File: src/rtl/next_prime_gen_pkg.sv
// Shared types and constants for the next-prime generator: FSM encoding and
// the largest 16-bit prime.
package next_prime_gen_pkg;

  localparam logic [15:0] MAX_PRIME16 = 16'd65521;

  typedef enum logic [2:0] {
    S_IDLE  = 3'd0,
    S_INIT  = 3'd1,
    S_CHK   = 3'd2,
    S_REM   = 3'd3,
    S_NEXTD = 3'd4,
    S_NEXTC = 3'd5,
    S_DONE  = 3'd6
  } state_t;

endpackage

File: src/rtl/next_prime_ctrl.sv
// Search controller: sequences candidate/divisor stepping and issues load
// enables to the datapath; owns the registered done flag.
module next_prime_ctrl
  import next_prime_gen_pkg::*;
(
  input  logic clk,
  input  logic rst,
  input  logic go,
  input  logic prime_hit,
  input  logic ge,
  input  logic r_zero,
  input  logic c_max,
  output logic ld_sw,
  output logic ld_init,
  output logic ld_r,
  output logic ld_sub,
  output logic ld_incd,
  output logic ld_nextc,
  output logic ld_prime,
  output logic ld_ovf,
  output logic stp,
  output logic busy
);

  state_t state, nxt;

  always_ff @(posedge clk or posedge rst) begin
    if (rst) begin
      state <= S_IDLE;
      stp   <= 1'b0;
    end else begin
      state <= nxt;
      if (ld_sw)
        stp <= 1'b0;
      else if (ld_prime || ld_ovf)
        stp <= 1'b1;
    end
  end

  always_comb begin
    nxt      = state;
    ld_sw    = 1'b0;
    ld_init  = 1'b0;
    ld_r     = 1'b0;
    ld_sub   = 1'b0;
    ld_incd  = 1'b0;
    ld_nextc = 1'b0;
    ld_prime = 1'b0;
    ld_ovf   = 1'b0;
    unique case (state)
      S_IDLE, S_DONE: begin
        if (go) begin
          ld_sw = 1'b1;
          nxt   = S_INIT;
        end
      end
      S_INIT: begin
        ld_init = 1'b1;
        nxt     = S_CHK;
      end
      S_CHK: begin
        if (prime_hit) begin
          ld_prime = 1'b1;
          nxt      = S_DONE;
        end else begin
          ld_r = 1'b1;
          nxt  = S_REM;
        end
      end
      S_REM: begin
        // d >= 2, so r == 0 can only be seen once r < d
        if (ge)          ld_sub = 1'b1;
        else if (r_zero) nxt    = S_NEXTC;
        else             nxt    = S_NEXTD;
      end
      S_NEXTD: begin
        ld_incd = 1'b1;
        nxt     = S_CHK;
      end
      S_NEXTC: begin
        if (c_max) begin
          ld_ovf = 1'b1;
          nxt    = S_DONE;
        end else begin
          ld_nextc = 1'b1;
          nxt      = S_CHK;
        end
      end
      default: nxt = S_IDLE;
    endcase
  end

  assign busy = (state != S_IDLE) && (state != S_DONE);

endmodule

File: src/rtl/next_prime_dp.sv
// Search datapath: candidate c, divisor d, incremental square dsq, remainder r,
// plus the captured start value and the p/ovf result registers.
module next_prime_dp #(
  parameter int W = 16
) (
  input  logic         clk,
  input  logic         rst,
  input  logic [W-1:0] sw,
  input  logic         ld_sw,
  input  logic         ld_init,
  input  logic         ld_r,
  input  logic         ld_sub,
  input  logic         ld_incd,
  input  logic         ld_nextc,
  input  logic         ld_prime,
  input  logic         ld_ovf,
  output logic         prime_hit,
  output logic         ge,
  output logic         r_zero,
  output logic         c_max,
  output logic [W-1:0] p,
  output logic         ovf
);

  logic [W-1:0] sw_q, c, d, r, r_next;
  logic [W:0]   dsq;

  trial_sub_div #(.W(W)) u_sub (
    .r      (r),
    .d      (d),
    .r_next (r_next),
    .ge     (ge)
  );

  always_ff @(posedge clk or posedge rst) begin
    if (rst) begin
      sw_q <= '0;
      c    <= '0;
      d    <= '0;
      dsq  <= '0;
      r    <= '0;
      p    <= '0;
      ovf  <= 1'b0;
    end else begin
      if (ld_sw) begin
        sw_q <= sw;
        ovf  <= 1'b0;
      end
      if (ld_init) begin
        c   <= (sw_q < W'(2)) ? W'(2) : sw_q;
        d   <= W'(2);
        dsq <= (W+1)'(4);
      end
      if (ld_r)   r <= c;
      if (ld_sub) r <= r_next;
      // (d+1)^2 = d^2 + 2d + 1; W+1 bits cannot wrap since d stays near sqrt(c)
      if (ld_incd) begin
        d   <= d + 1'b1;
        dsq <= dsq + {d, 1'b1};
      end
      if (ld_nextc) begin
        c   <= c + 1'b1;
        d   <= W'(2);
        dsq <= (W+1)'(4);
      end
      if (ld_prime) p <= c;
      if (ld_ovf) begin
        p   <= '0;
        ovf <= 1'b1;
      end
    end
  end

  assign prime_hit = (dsq > {1'b0, c});
  assign r_zero    = (r == '0);
  assign c_max     = &c;

endmodule

File: src/rtl/trial_sub_div.sv
// Single subtract/compare step of the repeated-subtraction remainder.
// The only W-bit subtractor and comparator on the remainder path.
module trial_sub_div #(
  parameter int W = 16
) (
  input  logic [W-1:0] r,
  input  logic [W-1:0] d,
  output logic [W-1:0] r_next,
  output logic         ge
);

  assign ge     = (r >= d);
  assign r_next = r - d;

endmodule

File: src/rtl/next_prime_gen.sv
// Next-prime generator: on go, finds the smallest prime >= sw by trial
// division with repeated subtraction.
module next_prime_gen
  import next_prime_gen_pkg::*;
#(
  parameter int W = 16
) (
  input  logic         clk,
  input  logic         rst,
  input  logic [W-1:0] sw,
  input  logic         go,
  output logic [W-1:0] p,
  output logic         stp,
  output logic         busy,
  output logic         ovf
);

  logic ld_sw, ld_init, ld_r, ld_sub, ld_incd, ld_nextc, ld_prime, ld_ovf;
  logic prime_hit, ge, r_zero, c_max;

  next_prime_ctrl u_ctrl (
    .clk       (clk),
    .rst       (rst),
    .go        (go),
    .prime_hit (prime_hit),
    .ge        (ge),
    .r_zero    (r_zero),
    .c_max     (c_max),
    .ld_sw     (ld_sw),
    .ld_init   (ld_init),
    .ld_r      (ld_r),
    .ld_sub    (ld_sub),
    .ld_incd   (ld_incd),
    .ld_nextc  (ld_nextc),
    .ld_prime  (ld_prime),
    .ld_ovf    (ld_ovf),
    .stp       (stp),
    .busy      (busy)
  );

  next_prime_dp #(.W(W)) u_dp (
    .clk       (clk),
    .rst       (rst),
    .sw        (sw),
    .ld_sw     (ld_sw),
    .ld_init   (ld_init),
    .ld_r      (ld_r),
    .ld_sub    (ld_sub),
    .ld_incd   (ld_incd),
    .ld_nextc  (ld_nextc),
    .ld_prime  (ld_prime),
    .ld_ovf    (ld_ovf),
    .prime_hit (prime_hit),
    .ge        (ge),
    .r_zero    (r_zero),
    .c_max     (c_max),
    .p         (p),
    .ovf       (ovf)
  );

endmodule

File: config.mk
export PLATFORM = sky130hd
export DESIGN_NAME = next_prime_gen
export DESIGN_NICKNAME = d
export VERILOG_FILES = /design/src/rtl/next_prime_gen_pkg.sv /design/src/rtl/next_prime_ctrl.sv /design/src/rtl/next_prime_dp.sv /design/src/rtl/trial_sub_div.sv /design/src/rtl/next_prime_gen.sv
export SDC_FILE = /design/constraint.sdc
export NUM_CORES = 1
export LEC_CHECK = 0
export ABC_CLOCK_PERIOD_IN_PS = 5300
export CORE_MARGIN = 2
export CORE_UTILIZATION = 67
export CTS_BUF_LIST = sky130_fd_sc_hd__clkbuf_2
export DETAILED_ROUTE_END_ITERATION = 6
export GPL_TIMING_DRIVEN = 0
export PLACE_DENSITY = 0.9
export SETUP_SLACK_MARGIN = 0.5
export SYNTH_ARGS = -nofsm -noshare
export SYNTH_HDL_FRONTEND = slang
export SYNTH_HIERARCHICAL = 1
export SYNTH_SLANG_ARGS = --single-unit
File: constraint.sdc
create_clock -name clk -period 5.3 [get_ports clk]
set_input_delay 0.53 -clock clk [delete_from_list [all_inputs] [get_ports clk]]
set_output_delay 0.53 -clock clk [all_outputs]
set_load 0.02 [all_outputs]
==> impl_metrics.toml <==
[status]
outcome = "complete, no violations"

[critical_path]
critPathTopFamily = "simple AND/OR/NAND/NOR gates"
end_kind = "register"
worst_ep_arrival_time_ns = 4.40
slowest_delay_ns = 0.63
worstRegToRegCells = 12
crit_cells = 12
cp_max_fo = 10
cp_num_buf_inv = 2
worst_path_most_repeated_cell = "nor2_1"
path_cells = "ha_1 > and4_1 > nand3_1 > nor2_1 > and4_1 > nor3b_1 > nor2_1 > inv_2 > nor2_1 > clkbuf_1 > nand2_1 > o21ai_0"
cp.required_ns = 5.85
start_kind = "register"
crit_path_top_delay_cell = "dfrtp_1"
critPathKind = "register to register"

[route]
wl_per_cell_um = 19.5
firstDrtPassIters = 6
postRouteWirelength_um = 18200
drc_errors = 0
vias_per_cell = 6.52
num_vias = 6088
postRouteAntennaNets = 0
drt_iter0_drc = 608

[logic_synthesis]
synth_edf_count = 0
yosys.area_share.simple_pct = 17.2
synth_top_area_share_pct = 37.5
async_reset_ff_share_pct = 100
synth_cell_types = 70
synth.top_cells.by_area = "dfrtp_1 37%, ha_1 9.0%, mux2i_1 4.9%, o21ai_0 4.7%, nand2_1 4.2%"
synth_compound_gate_area_share_pct = 19.7
synth_mux_area_share_pct = 7.50
synth_area_leader_cell = "dfrtp_1"
ys_seq_elements = 102
synth.yosys.seq_area_share_pct = 37.5
synth_xor_area_share_pct = 3.47
syn_area_per_cell_um2 = 9.10
ys.flop_type = "dfrtp_1"
syn-num-nets = 818
netlist_instances = 748
synth_fa_ha_area_share_pct = 9.59
synth_top_family_by_area = "compound AO/OA/AOI/OAI gates"
ys_warn_count = 6
syn-cell-area_mm2 = 0.00681

[grt]
grt_first_pass_wirelength_um = 29600
grtUsageTotal_pct = 34.4
grt_pass1_vias = 5956
grt_max_degree = 58
grt_remaining_overflow = 0
antenna_found_initial = 0

[clock_network]
post_cts_buffers = 0
cts_resized = 0
htreeDepth = 3
tritoncts = "built"
hold_buffers = 0
cts.sinks = 102
clk_latency_ns = 0.63
numCtsBuffers = 9
clk_pin_slew_ns = 0.25
clock_path_buffers = 2
cts-root-buf = "clkbuf_2"

[timing]
fin_crit_ns = 3.85
drv_slew = 0
finalHoldViolCount = 0
worst_pin_slew_ns = 1.10
clock.fmax_mhz = 260
setup_viol = 0
finClkSkew_ns = 0.0445
tns_ns = 0
post-route-period-util_pct = 72.6
maxSlewHeadroom_pct = 26.4
rsz0062_at_grt = "no"

[power_and_ir_drop]
p_leak_uw = 0.00327
p_per_area_mw_per_mm2 = 477
vdd_drop_max_uv = 283

[cells_and_area]
layout.nets = 867
finish.instance_area_mm2 = 0.00749
syn_to_final_growth_pct = 9.96
drive_gt1_share_pct = 8.86
antenna_cells = 0

[floorplanning]
pin_count = 38
start_util_pct = 69.4
die_y_um = 105
rows = 36
coreArea_mm2 = 0.00982
die_x_um = 105
die_area_mm2 = 0.0110

[place]
port_buffers = 37
dp_hpwl_um = 13700
place.gp.congestion = 0.951
placed_area_mm2 = 0.00738

[min_path]
hold_path.class = "primary input to asynchronous set/reset pin"

[run]
cap_violations = 0
## synth_stat cells, types with 5 or more instances
| cell | count |
|---|---|
| nand2_1 | 76 |
| o21ai_1 | 14 |
| o211ai_1 | 6 |
| nor3_1 | 5 |
| mux2i_1 | 33 |
| a21o_1 | 17 |
| clkbuf_1 | 15 |
| nor2b_1 | 6 |
| a21oi_1 | 42 |
| nor4_1 | 10 |
| nand4_1 | 14 |
| buf_2 | 5 |
| mux2_2 | 16 |
| a211oi_1 | 6 |
| and4_1 | 6 |
| nor2_1 | 44 |
| nand3_1 | 24 |
| o21a_1 | 10 |
| a31oi_1 | 12 |
| dfrtp_1 | 102 |
| ha_1 | 49 |
| xnor2_1 | 17 |
| xor2_1 | 10 |
| and3_1 | 5 |
| o21ai_0 | 64 |
| inv_1 | 48 |
## final cells by class
class                           count  area (µm²)
Inverter                           51         194
Clock inverter                      5        61.3
Buffer                             29         150
Tap cell                          133         166
Timing Repair Buffer               38         398
Fill cell                         704        2330
Multi-Input combinational cell    566        3920
Sequential cell                   102        2550
Clock buffer                       10        50.0
## through the flow
step | std cells | setup WS [ns] | utilization, % | hold slack (ns) | total power, µW
after floorplan | 748 | 2.21 | - | 0.296 | 2610
after global placement | 918 | 0.839 | 74.8 | 0.461 | 3040
after detailed placement | 919 | 1.63 | 75.1 | 0.478 | 3150
after CTS | 934 | 1.55 | 76.3 | 0.129 | 3520
final | 934 | 1.45 | 76.3 | 0.159 | 3570
after global routing | 934 | 1.13 | 76.3 | 0.0992 | 3820
## kinds of logic after synthesis
| kind of cell | after synthesis |
|---|---|
| AOI/OAI and AO/OA | 213 |
| xor gates and xnor gates | 27 |
| adders and majority gates | 51 |
| buffers and inverters | 80 |
| DFF | 102 |
| muxes | 49 |
| and+or+nand+nor | 226 |
## placed cells by master (no fill, tap or decap), types with 11 or more instances in the layout
master / instances
xnor2_1: 17
inv_1: 47
nand4_1: 14
nand3_1: 24
mux2_2: 16
ha_1: 49
clkdlybuf4s50_1: 37
a21oi_1: 42
a31oi_1: 12
o21ai_0: 64
dfrtp_1: 102
mux2i_1: 33
a21o_1: 17
nor2_1: 44
clkbuf_2: 11
nand2_1: 76
clkbuf_1: 15
o21ai_1: 14
## sequential cells by signal (all words and copies together) (netlist names)
name and count:
u_dp/c 16, u_dp/ovf 1, u_dp/r 16, u_dp/dsq 17, u_dp/d 16, u_ctrl/state 3, u_dp/sw_q 16, u_dp/p 16
u_ctrl/stp 1
## worst reg2reg max path: stages (launching register included)
cell,delay [ns]
dfrtp_1,0.63
ha_1,0.27
and4_1,0.30
nand3_1,0.13
nor2_1,0.28
and4_1,0.31
nor3b_1,0.13
nor2_1,0.57
inv_2,0.20
nor2_1,0.33
clkbuf_1,0.42
nand2_1,0.12
o21ai_0,0.10
## report_power, final
part           internal (µW)  total (µW)  switching, µW  leakage [µW]
combinational            794        1900           1110       0.00190
clock                    110         371            261     0.0000719
sequential              1000        1300            297       0.00130
## path summary, 6_finish.rpt
path | to | slack (ns) | start
setup / recovery | u_dp/dsq[8] | 1.45 | u_dp/c[0]
hold / removal | u_ctrl/state[1] | 0.16 | rst
setup reg to reg | u_dp/dsq[8] | 1.45 | u_dp/c[0]
hold reg to reg | u_dp/ovf | 0.53 | u_dp/ovf
max in group asynchronous | u_dp/d[5] | 4.30 | rst
min in group clk | u_dp/sw_q[9] | 0.48 | sw[9]
## metal layers
| layer | track usage [%] | part of all wire, % | up-vias |
|---|---|---|---|
| met5 | 0 | 0 | - |
| met4 | 13.8 | 3.5 | 0 |
| met3 | 7.05 | 7.5 | 63 |
| met2 | 55.0 | 48 | 303 |
| met1 | 46.1 | 41 | 2919 |
| li1 | - | - | 2803 |
No activity file was read; power rests on OpenSTA's default activity.
==> patch: new RTL, config.mk and constraints unchanged <==
`W` is set to 16 in 3 places; all go to 12.
--- a/src/rtl/next_prime_dp.sv
+++ b/src/rtl/next_prime_dp.sv
@@ -3,3 +3,3 @@
 module next_prime_dp #(
-  parameter int W = 16
+  parameter int W = 12
 ) (
--- a/src/rtl/trial_sub_div.sv
+++ b/src/rtl/trial_sub_div.sv
@@ -3,3 +3,3 @@
 module trial_sub_div #(
-  parameter int W = 16
+  parameter int W = 12
 ) (
--- a/src/rtl/next_prime_gen.sv
+++ b/src/rtl/next_prime_gen.sv
@@ -5,3 +5,3 @@
 #(
-  parameter int W = 16
+  parameter int W = 12
 ) (
Ports: changed (resized p and sw); port bits go from 38 to 30. The function was not compared with the original's and may differ.
==> patch against the original RTL <==
Via count shrank 26%. Worst setup slack improved by 0.15 ns. Core utilization up 1.5 points. Routed wire length decreased by 28%. Critical path depth did not move. Sequential cell count fell by 24. Synthesized area shrank 25%. First-iteration DRC count down 31%. Clock power up 6.5%. Cell area decreased by 24%. Total power fell by 19%. Fmax increased by 3.9%.
==> patch: results (changes against the original RTL) <==
largest net degree at the start of global routing 75 (was 58); ant diodes 0 (unchanged); GP Congestion 0.904 (was 0.951); CTS Root Cell clkbuf_2 (unchanged); I/O Buffers 29 (was 37); total global-route track usage 33.0% (was 34.4%); Layout Nets 655 (was 867); leakage power 2.55 nW (was 3.27 nW); flop-to-flop setup slack 1.60 ns (was 1.45 ns); initial antenna violation count 0 (unchanged); Area after DPL 5550 µm² (was 7380 µm²); max reg flops 13 (was 17); most instantiated cells after synthesis dfrtp_1 (78), nand2_1 (56), o21ai_0 (40) (was dfrtp_1 (102), nand2_1 (76), o21ai_0 (64)); worst slew margin relative to its limit 37.5% (was 26.4%); WP data arrival 4.11 ns (was 4.40 ns); final hold violations 0 (unchanged); outcome finished clean (unchanged); clk_lat worst skew 0.54 ns (was 0.63 ns); vias in the first global route 4606 (was 5956); count of different cell masters after synthesis 69 (was 70); drt pass-1 iters 5 (was 6); Via density 6.39 (was 6.52); CTS buffer count 9 (unchanged); Post CTS Setup Buffer Count 0 (unchanged); synthesized netlist net count 615 (was 818); CTS Buffer Depth 2 (unchanged); Most flops, register u_dp/dsq (unchanged); worst vdd ir 0.332 mV (was 0.283 mV); r2r startpoint u_dp/c[1]$_DFFE_PP0P_ (was u_dp/c[0]$_DFFE_PP0P_); HPWL after DPL 9.55 mm (was 13.7 mm); ys async rst share 100% (unchanged); initial drt markers 418 (was 608); final setup skew 0.0343 ns (was 0.0445 ns); Max stage delay on crit path around 0.62 ns; worst hold-check path type in2async (unchanged); sequential area share after synthesis 38.0% (was 37.5%); worst-case reg-to-reg path depth 12 (unchanged); CTS resizes 0 (unchanged); drt total wl 13.2 mm (was 18.2 mm); share of post-route cells with drive strength above 1 9.90% (was 8.86%); CP max FO 10 (unchanged); reg2reg end u_dp/r[11]$_DFFE_PP0P_ (was u_dp/dsq[8]$_DFFE_PP0P_); Syn. warnings 6 (unchanged); first-pass GRT wire length 22.0 mm (was 29.6 mm); CP max-delay cell buf_1 (was dfrtp_1); H-tree levels 3 (unchanged); largest cells by area after synthesis dfrtp_1 (38%), ha_1 (9.0%), mux2i_1 (5.3%), nand2_1 (4.1%), o21ai_0 (3.9%) (was dfrtp_1 (37%), ha_1 (9.0%), mux2i_1 (4.9%), o21ai_0 (4.7%), nand2_1 (4.2%))
[patch: worst max path at each step]
stage / slack, ns / endpoint / startpoint / depth (start not counted)
after floorplan: 2.30 / u_dp/r[11]$_DFFE_PP0P_ / u_dp/c[1]$_DFFE_PP0P_ / 12
after global placement: 1.70 / u_dp/d[4]$_DFFE_PP0P_ / rst / 2
after detailed placement: 1.68 / u_dp/r[11]$_DFFE_PP0P_ / u_dp/c[1]$_DFFE_PP0P_ / 12
after CTS: 1.68 / u_dp/r[11]$_DFFE_PP0P_ / u_dp/c[1]$_DFFE_PP0P_ / 12
after global routing: 1.46 / u_dp/r[7]$_DFFE_PP0P_ / u_dp/c[1]$_DFFE_PP0P_ / 12
final: 1.60 / u_dp/r[11]$_DFFE_PP0P_ / u_dp/c[1]$_DFFE_PP0P_ / 12
[patch: layout make-up]
| cell class | count | area (µm²) |
|---|---|---|
| multi-input combinational | 423 | 2930 |
| sequential | 78 | 1950 |
| fill | 480 | 1630 |
| timing repair buffer | 29 | 290 |
| inverter | 37 | 141 |
| tap | 99 | 124 |
| buffer | 23 | 119 |
| clock inverter | 7 | 104 |
| clock buffer | 9 | 45.0 |
[patch: kinds of logic (layout without fill, tap and decap cells)]
family | Yosys count | count (layout) | synth area share [%]
xor gates and xnor gates | 20 | 20 | 3.41
DFF | 78 | 78 | 38.0
adders and majority gates | 39 | 39 | 9.79
buffers and inverters | 60 | 105 | 5.02
AOI/OAI and AO/OA | 149 | 149 | 18.1
muxes | 39 | 39 | 7.89
and+or+nand+nor | 176 | 176 | 17.8
[patch: routing by layer]
metal,routed length [µm],global-route usage (%)
met3,749,3.24
met4,420,16.2
met1,5540,43.4
met5,0,0
met2,6480,54.8
[patch: power breakdown]
group	total, W	switching [W]	internal (W)
registers	0.00102	0.000250	0.000774
clock network	0.000395	0.000232	0.000162
logic	0.00147	0.000840	0.000633
[patch: through the flow]
stage	cells	hold WS [ns]	setup WS [ns]
after detailed placement	689	0.476	1.68
after floorplan	561	0.296	2.30
after global routing	705	0.183	1.46
after global placement	689	0.463	1.70
final	705	0.212	1.60
after CTS	705	0.191	1.68
[patch: worst max-delay path: cells and delay by family, from the launching register on]
kind	cells	cell delay, ns
AOI/OAI and AO/OA	6	1.17
muxes	1	0.25
and+or+nand+nor	2	0.61
DFF	1	0.57
buffers and inverters	2	0.70
adders and majority gates	1	0.30
